$ cat config.mk
export PLATFORM = sky130hd
export DESIGN_NAME = semaforo_monitor
export DESIGN_NICKNAME = d
export VERILOG_FILES = /design/src/rtl/semaforo_monitor.sv
export SDC_FILE = /design/constraint.sdc
export NUM_CORES = 1
export LEC_CHECK = 0
export BUFFER_PORTS_ARGS = -buffer_cell sky130_fd_sc_hd__buf_4
export CORE_UTILIZATION = 54
export DETAILED_ROUTE_END_ITERATION = 8
export PLACE_DENSITY = 0.75
export SLEW_MARGIN = 5
export SYNTH_ARGS = -nofsm -noshare
export SYNTH_HDL_FRONTEND = slang
export SYNTH_SLANG_ARGS = --single-unit
$ cat constraint.sdc
create_clock -name clk -period 3.1 [get_ports clk]
set_input_delay 0.465 -clock clk [delete_from_list [all_inputs] [get_ports clk]]
set_output_delay 0.465 -clock clk [all_outputs]
set_load 0.02 [all_outputs]
$ cat src/rtl/semaforo_monitor.sv
// Passive checker for the A/B traffic-light buses: phase tracking, duration and error flags.
// Latency: 1 cycle from sample to every output. Never drives the lights and applies no backpressure.
module semaforo_monitor #(
    parameter int G_MIN = 8,
    parameter int Y_LEN = 3,
    parameter int R_MIN = 5,
    parameter int CNT_W = 8
) (
    input  logic             clk,
    input  logic             rst,
    input  logic [2:0]       a,
    input  logic [2:0]       b,
    input  logic             clr,
    output logic [1:0]       phase_a,
    output logic [CNT_W-1:0] dur_a,
    output logic             walk,
    output logic             err_onehot,
    output logic             err_seq,
    output logic             err_timing,
    output logic             err_conflict,
    output logic [3:0]       err_sticky
);

    typedef enum logic [1:0] {
        PH_UNK = 2'd0,
        PH_R   = 2'd1,
        PH_Y   = 2'd2,
        PH_G   = 2'd3
    } phase_t;

    localparam logic [CNT_W-1:0] DUR_MAX = '1;
    localparam logic [CNT_W-1:0] G_MIN_C = CNT_W'(G_MIN);
    localparam logic [CNT_W-1:0] Y_LEN_C = CNT_W'(Y_LEN);
    localparam logic [CNT_W-1:0] R_MIN_C = CNT_W'(R_MIN);

    function automatic phase_t f_decode(input logic [2:0] v);
        case (v)
            3'b001:  return PH_R;
            3'b010:  return PH_Y;
            3'b100:  return PH_G;
            default: return PH_UNK;
        endcase
    endfunction

    function automatic logic f_legal(input phase_t from, input phase_t to);
        return ((from == PH_G) && (to == PH_Y)) ||
               ((from == PH_Y) && (to == PH_R)) ||
               ((from == PH_R) && (to == PH_G));
    endfunction

    function automatic logic f_dur_ok(input phase_t ph, input logic [CNT_W-1:0] d);
        case (ph)
            PH_G:    return d >= G_MIN_C;
            PH_Y:    return d == Y_LEN_C;
            PH_R:    return d >= R_MIN_C;
            default: return 1'b1;
        endcase
    endfunction

    phase_t           r_ph_a;
    phase_t           r_ph_b;
    logic [CNT_W-1:0] r_dur_a;
    logic             r_first_a;
    logic             r_walk;
    logic             r_err_onehot;
    logic             r_err_seq;
    logic             r_err_timing;
    logic             r_err_conflict;
    logic [3:0]       r_sticky;

    phase_t w_code_a;
    phase_t w_code_b;
    logic   w_valid;
    logic   w_chg_a;
    logic   w_chg_b;
    logic   w_bad;
    logic   w_seq;
    logic   w_tim;
    logic   w_conf;

    assign w_code_a = f_decode(a);
    assign w_code_b = f_decode(b);
    assign w_valid  = (w_code_a != PH_UNK) && (w_code_b != PH_UNK);
    assign w_bad    = !w_valid;
    assign w_chg_a  = w_valid && (r_ph_a != PH_UNK) && (w_code_a != r_ph_a);
    assign w_chg_b  = w_valid && (r_ph_b != PH_UNK) && (w_code_b != r_ph_b);
    assign w_seq    = (w_chg_a && !f_legal(r_ph_a, w_code_a)) ||
                      (w_chg_b && !f_legal(r_ph_b, w_code_b));
    // The phase loaded straight from "unknown" may be truncated, so its length is not judged.
    assign w_tim    = w_chg_a && !r_first_a && !f_dur_ok(r_ph_a, r_dur_a);
    assign w_conf   = w_valid &&
                      (((w_code_b == PH_Y) && (w_code_a != PH_Y)) ||
                       ((w_code_b == PH_R) && (w_code_a == PH_G)));

    always_ff @(posedge clk or negedge rst) begin
        if (!rst) begin
            r_ph_a         <= PH_UNK;
            r_ph_b         <= PH_UNK;
            r_dur_a        <= '0;
            r_first_a      <= 1'b0;
            r_walk         <= 1'b0;
            r_err_onehot   <= 1'b0;
            r_err_seq      <= 1'b0;
            r_err_timing   <= 1'b0;
            r_err_conflict <= 1'b0;
            r_sticky       <= 4'b0;
        end else begin
            r_err_onehot   <= w_bad;
            r_err_seq      <= w_seq;
            r_err_timing   <= w_tim;
            r_err_conflict <= w_conf;
            r_sticky       <= (clr ? 4'b0 : r_sticky) | {w_conf, w_tim, w_seq, w_bad};
            if (w_valid) begin
                if (r_ph_a == PH_UNK) begin
                    r_ph_a    <= w_code_a;
                    r_dur_a   <= CNT_W'(1);
                    r_first_a <= 1'b1;
                end else if (w_code_a == r_ph_a) begin
                    if (r_dur_a != DUR_MAX) begin
                        r_dur_a <= r_dur_a + 1'b1;
                    end
                end else begin
                    r_ph_a    <= w_code_a;
                    r_dur_a   <= CNT_W'(1);
                    r_first_a <= 1'b0;
                end
                r_ph_b <= w_code_b;
                r_walk <= (w_code_b == PH_R);
            end
        end
    end

    assign phase_a      = r_ph_a;
    assign dur_a        = r_dur_a;
    assign walk         = r_walk;
    assign err_onehot   = r_err_onehot;
    assign err_seq      = r_err_seq;
    assign err_timing   = r_err_timing;
    assign err_conflict = r_err_conflict;
    assign err_sticky   = r_sticky;

endmodule

; ---- After elaboration in Yosys (flattened, before gate mapping)
; Cells that the tools add are included.
[classes]
addsub = 1
n_lt_le_gt_ge = 2
n_eq_ne = 26
n_mux = 11
n_bitwise = 1
reduce_logical = 36
[ops]
columns = cell, n
row1 = $mux 8, 3
row2 = $logic_and 1x1->1, 18
row3 = $eq 2x2->1 const B, 8
row4 = $pmux 2 s3, 2
row5 = $add 8x1->8 const B, 1
row6 = $eq 2x1->1 const B, 4
row7 = $eq 8x2->1 const B, 1
row8 = $ge 8x3->1 const B, 1
row9 = $ge 8x4->1 const B, 1
row10 = $ne 8x8->1 const B, 1
row11 = $reduce_bool 2->1, 4
row12 = $eq 3x1->1 const B, 2
row13 = $eq 3x2->1 const B, 2
row14 = $eq 3x3->1 const B, 2
row15 = $logic_or 1x1->1, 6
row16 = $logic_not 1->1, 5
row17 = $mux 2, 2
row18 = $mux 4, 1
row19 = $ne 2x2->1, 2
row20 = $ne 2x2->1 const B, 2
row21 = $or 4x4->4, 1
row22 = $reduce_and 2->1, 2
row23 = $ne 3x2->1 const B, 1
row24 = $pmux 1 s3, 1
row25 = other kinds (3), 4
[totals]
reg_bits = 22
in_bits = 9
wordCells = 87

; ---- Logic depth before layout (Yosys ltp)
[logic_depth]
word_depth = 10
depth_mapped = 7

; ---- Worst setup path after synthesis
; No wires, ideal clock.
[synth_path]
path_type = register -> register
start = register r_ph_a[1], in the netlist phase_a[1]
end = register r_sticky[2], in the netlist err_sticky[2]
setup_ns = 0.118
t_arrival_ns = 1.692
required_time_ns = 2.982
slack_ns = 1.290
stages_incl_launch_ff = 7
n_path_buf = 1
cell_sequence = dfrtp_1 buf_4 or4bb_1 nor2_1 nor4_4 and3_4 a21o_1
[synth_via]
elab_chain_cells = 6
[synth_rtl]
columns = element, line
row1 = "start, declared", 60  ; phase_t r_ph_a;
row2 = "start signal, assigned", 115  ; r_ph_a <= w_code_a;
row3 = "start signal, assigned", 123  ; r_ph_a <= w_code_a;
row4 = "parallel branches: the longest is 4 deep, another holds $pmux 1 s3", -
row5 = $logic_and 1x1->1 *, 90  ; assign w_tim = w_chg_a && !r_first_a && !f_dur_ok(r_ph_a, r_dur_a);
row6 = net w_tim, 78  ; logic w_tim;
row7 = $or 4x4->4 *, 112  ; r_sticky <= (clr ? 4'b0 : r_sticky) | {w_conf, w_tim, w_seq, w_bad};
row8 = "end signal, assigned", 112
row9 = "end, declared", 69  ; logic [3:0] r_sticky;
; Mark *: on every way through the listed nets, which the timed path passes.
; A chain may end at the register's enable or synchronous reset.

; ---- Worst setup path after layout
[layout_path]
start = register r_ph_a[0], in the netlist phase_a[0]
end = register r_sticky[2], in the netlist err_sticky[2]
; The elaborated chain is that of the path after synthesis.

==> impl_metrics.json <==
{
  "antenna_cells": 0,
  "report.final.hold_viol_count": 0,
  "rrSetupSlack_ps": 1110,
  "yosys_register_bits": 22,
  "worstSetupEndpointType": "register",
  "fin_util": 0.697,
  "cts_resized": 0,
  "syn_area_per_cell_um2": 9.26,
  "synth-xor-area-share": 0.0698,
  "antenna_found_initial": 0,
  "clock-root-buffer": "clkbuf_4",
  "start_util": 0.595,
  "grt_pass1_wl_mm": 4.77,
  "clk_path_buf_depth": 2,
  "cp_max_fo": 15,
  "drt_iter0_markers": 23,
  "yosysUniqueCellTypes": 45,
  "post_drt_via_cell_ratio": 5.94,
  "dpl.hpwl_mm": 2.11,
  "area_delta_synth_final_pct": 17.0,
  "synthCells": 149,
  "finClkSkew_ps": 2.92,
  "h-tree-depth": 1,
  "outcome": "complete, no violations",
  "hp-class": "input port to async pin",
  "dpl.cell_count": 195,
  "ys_seq_area_frac": 0.399,
  "die-height_um": 52.6,
  "hold_buffers": 0,
  "dr.pass1.iters": 4,
  "yosysWarnings": 0,
  "synthAdderAreaFrac": 0.0363,
  "period_needed_ps": 1990,
  "syn_area_um2": 1380,
  "placed_area_um2": 1560,
  "crit_arrival_ps": 2210,
  "path_class": "register to register",
  "nets": 185,
  "setup_violations": 0,
  "place_congestion": 0.841,
  "track_usage": 0.235,
  "cts_made_buffers": 3,
  "wl_per_cell_um": 14.4,
  "drive_above_1_share": 0.234,
  "num_vias": 1182,
  "grt_setup_unrepaired": "false",
  "core-area_um2": 2320,
  "cts_tree": "done",
  "maxCapViolCount": 0,
  "grt_max_degree": 23,
  "row_count": 17,
  "synthMuxAreaShare": 0.00725,
  "synthSimpleGateAreaFrac": 0.259,
  "cts_setup_buffers": 0,
  "chipWidth_um": 52.6,
  "dieArea_um2": 2760,
  "power_uw": 795,
  "worst_pin_slew_ps": 567,
  "cp-start-kind": "register",
  "drt_wl_total_mm": 2.87,
  "io_buffers": 27,
  "stdcell_area_um2": 1620,
  "post-route-period-util": 0.641,
  "cts_sinks": 22,
  "stdcell_count": 199,
  "grt_pass1_vias": 993,
  "synth-compound-area-share": 0.167,
  "clkLatencyLatePin_ps": 320,
  "p_leak_uw": 0.000734,
  "relSlewSlack": 0.619,
  "max_freq_mhz": 503,
  "clk_pin_slew_ps": 120,
  "powerDensity_nw_per_um2": 492,
  "finalSetupTns_ps": 0,
  "drc": 0,
  "finalMaxSlewViolations": 0,
  "synth_nets": 162,
  "pin_count": 28,
  "synth_top_family_by_area": "simple AND/OR/NAND/NOR gates",
  "vdd_drop_max_mv": 0.387,
  "grt-ovfl-total": 0,
  "drtAntennaViolNets": 0,
  "crit_required_ps": 3320
}
## synth_stat cells (all sizes together)
library cell | count | share of area
dfrtp | 22 | 0.40
nor2 | 17 | 0.046
nand2 | 12 | 0.033
xnor2 | 9 | 0.057
inv | 8 | 0.022
a21oi | 6 | 0.022
buf | 5 | 0.029
o21ai | 5 | 0.018
a21o | 4 | 0.022
clkbuf | 4 | 0.011
ha | 4 | 0.036
nand3 | 4 | 0.018
nor3 | 4 | 0.015
a31oi | 3 | 0.018
and3 | 3 | 0.017
nand2b | 3 | 0.014
nand4 | 3 | 0.014
nor4 | 3 | 0.024
o31ai | 3 | 0.016
nor4b | 2 | 0.013
o211ai | 2 | 0.011
o32ai | 2 | 0.013
or3 | 2 | 0.0091
or3b | 2 | 0.013
or4 | 2 | 0.011
or4bb | 2 | 0.016
xor2 | 2 | 0.013
a211oi | 1 | 0.0054
a22o | 1 | 0.0063
a22oi | 1 | 0.0091
a311oi | 1 | 0.0063
a31o | 1 | 0.0063
and3b | 1 | 0.0063
mux2i | 1 | 0.0073
nand4b | 1 | 0.0063
o21ba | 1 | 0.0073
o221ai | 1 | 0.0063
or2 | 1 | 0.0045
## final timing paths
check	from	to	cells after the start
hold / removal	rst	err_sticky[2]	1
setup reg to reg	phase_a[0]	err_sticky[2]	5
min in group clk	a[0]	phase_a[1]	2
hold reg to reg	err_sticky[2]	err_sticky[2]	1
max in group asynchronous	rst	err_seq	1
setup / recovery	phase_a[0]	err_sticky[2]	5
## area by class of cell
| cell class | count | area [um2] |
|---|---|---|
| flip-flops and latches | 22 | 551 |
| clock inverters | 1 | 30.0 |
| multi-input cells | 110 | 744 |
| well taps | 28 | 35.0 |
| repair buffers | 27 | 203 |
| fillers | 190 | 703 |
| inverters | 8 | 30.0 |
| clock buffers | 3 | 22.5 |
## per-layer routing
layer  wire [um]  GRT usage  up-vias
li1            -          -      577
met1        1380      0.340      562
met2        1320      0.359       35
met3         120     0.0290        8
met4          45     0.0833        0
met5           0          0        -
## where the power goes
group	switching, uW	leakage, uW	internal (uW)
sequential	43.3	0.000283	319
clock	91.1	0.0000279	131
combinational	117	0.000423	93.2
total	252	0.000734	543
## stage by stage
step                      worst slack, ps  hold WS (ps)
after detailed placement             1050           370
after global placement               1100           360
after global routing                 1010          11.2
final                                1110          8.31
after floorplan                      1290           169
after CTS                            1120          8.64
## placed cells by master (no fill, tap or decap), drive strengths merged
master  count
o21ai       5
dfrtp      22
and3        3
xnor2       9
or3         2
a22oi       1
or2         1
or4         2
a311oi      1
bufinv      1
o32ai       2
o21ba       1
a31oi       3
a22o        1
inv         8
or3b        2
and3b       1
a31o        1
a21o        4
clkbuf      3
nand3       4
nand4b      1
nor4        3
nand2      12
nor3        4
xor2        2
o211ai      2
nor4b       2
nor2       17
a211oi      1
ha          4
o31ai       3
mux2i       1
nand4       3
a21oi       6
buf        27
nand2b      3
or4bb       2
o221ai      1
## registers in the layout, indices dropped and copies added (netlist names)
name / count
err_sticky: 4
walk: 1
dur_a: 8
err_conflict: 1
err_seq: 1
phase_a: 2
r_ph_b: 2
err_timing: 1
r_first_a: 1
err_onehot: 1
## kinds of logic after synthesis
group,Yosys count
AND/OR/NAND/NOR,62
AO/OA/AOI/OAI,32
flip-flops,22
buffers and inverters,17
XOR/XNOR,11
adder cells (fa/ha/maj),4
multiplexers,1
## critical path, stage by stage, from the launching register on
cell and delay, ps:
dfrtp_1 630, or4bb_1 550, a31oi_1 250, nor4_4 140
and3_4 180, a21o_1 140
(Power assumes the default switching activity.)
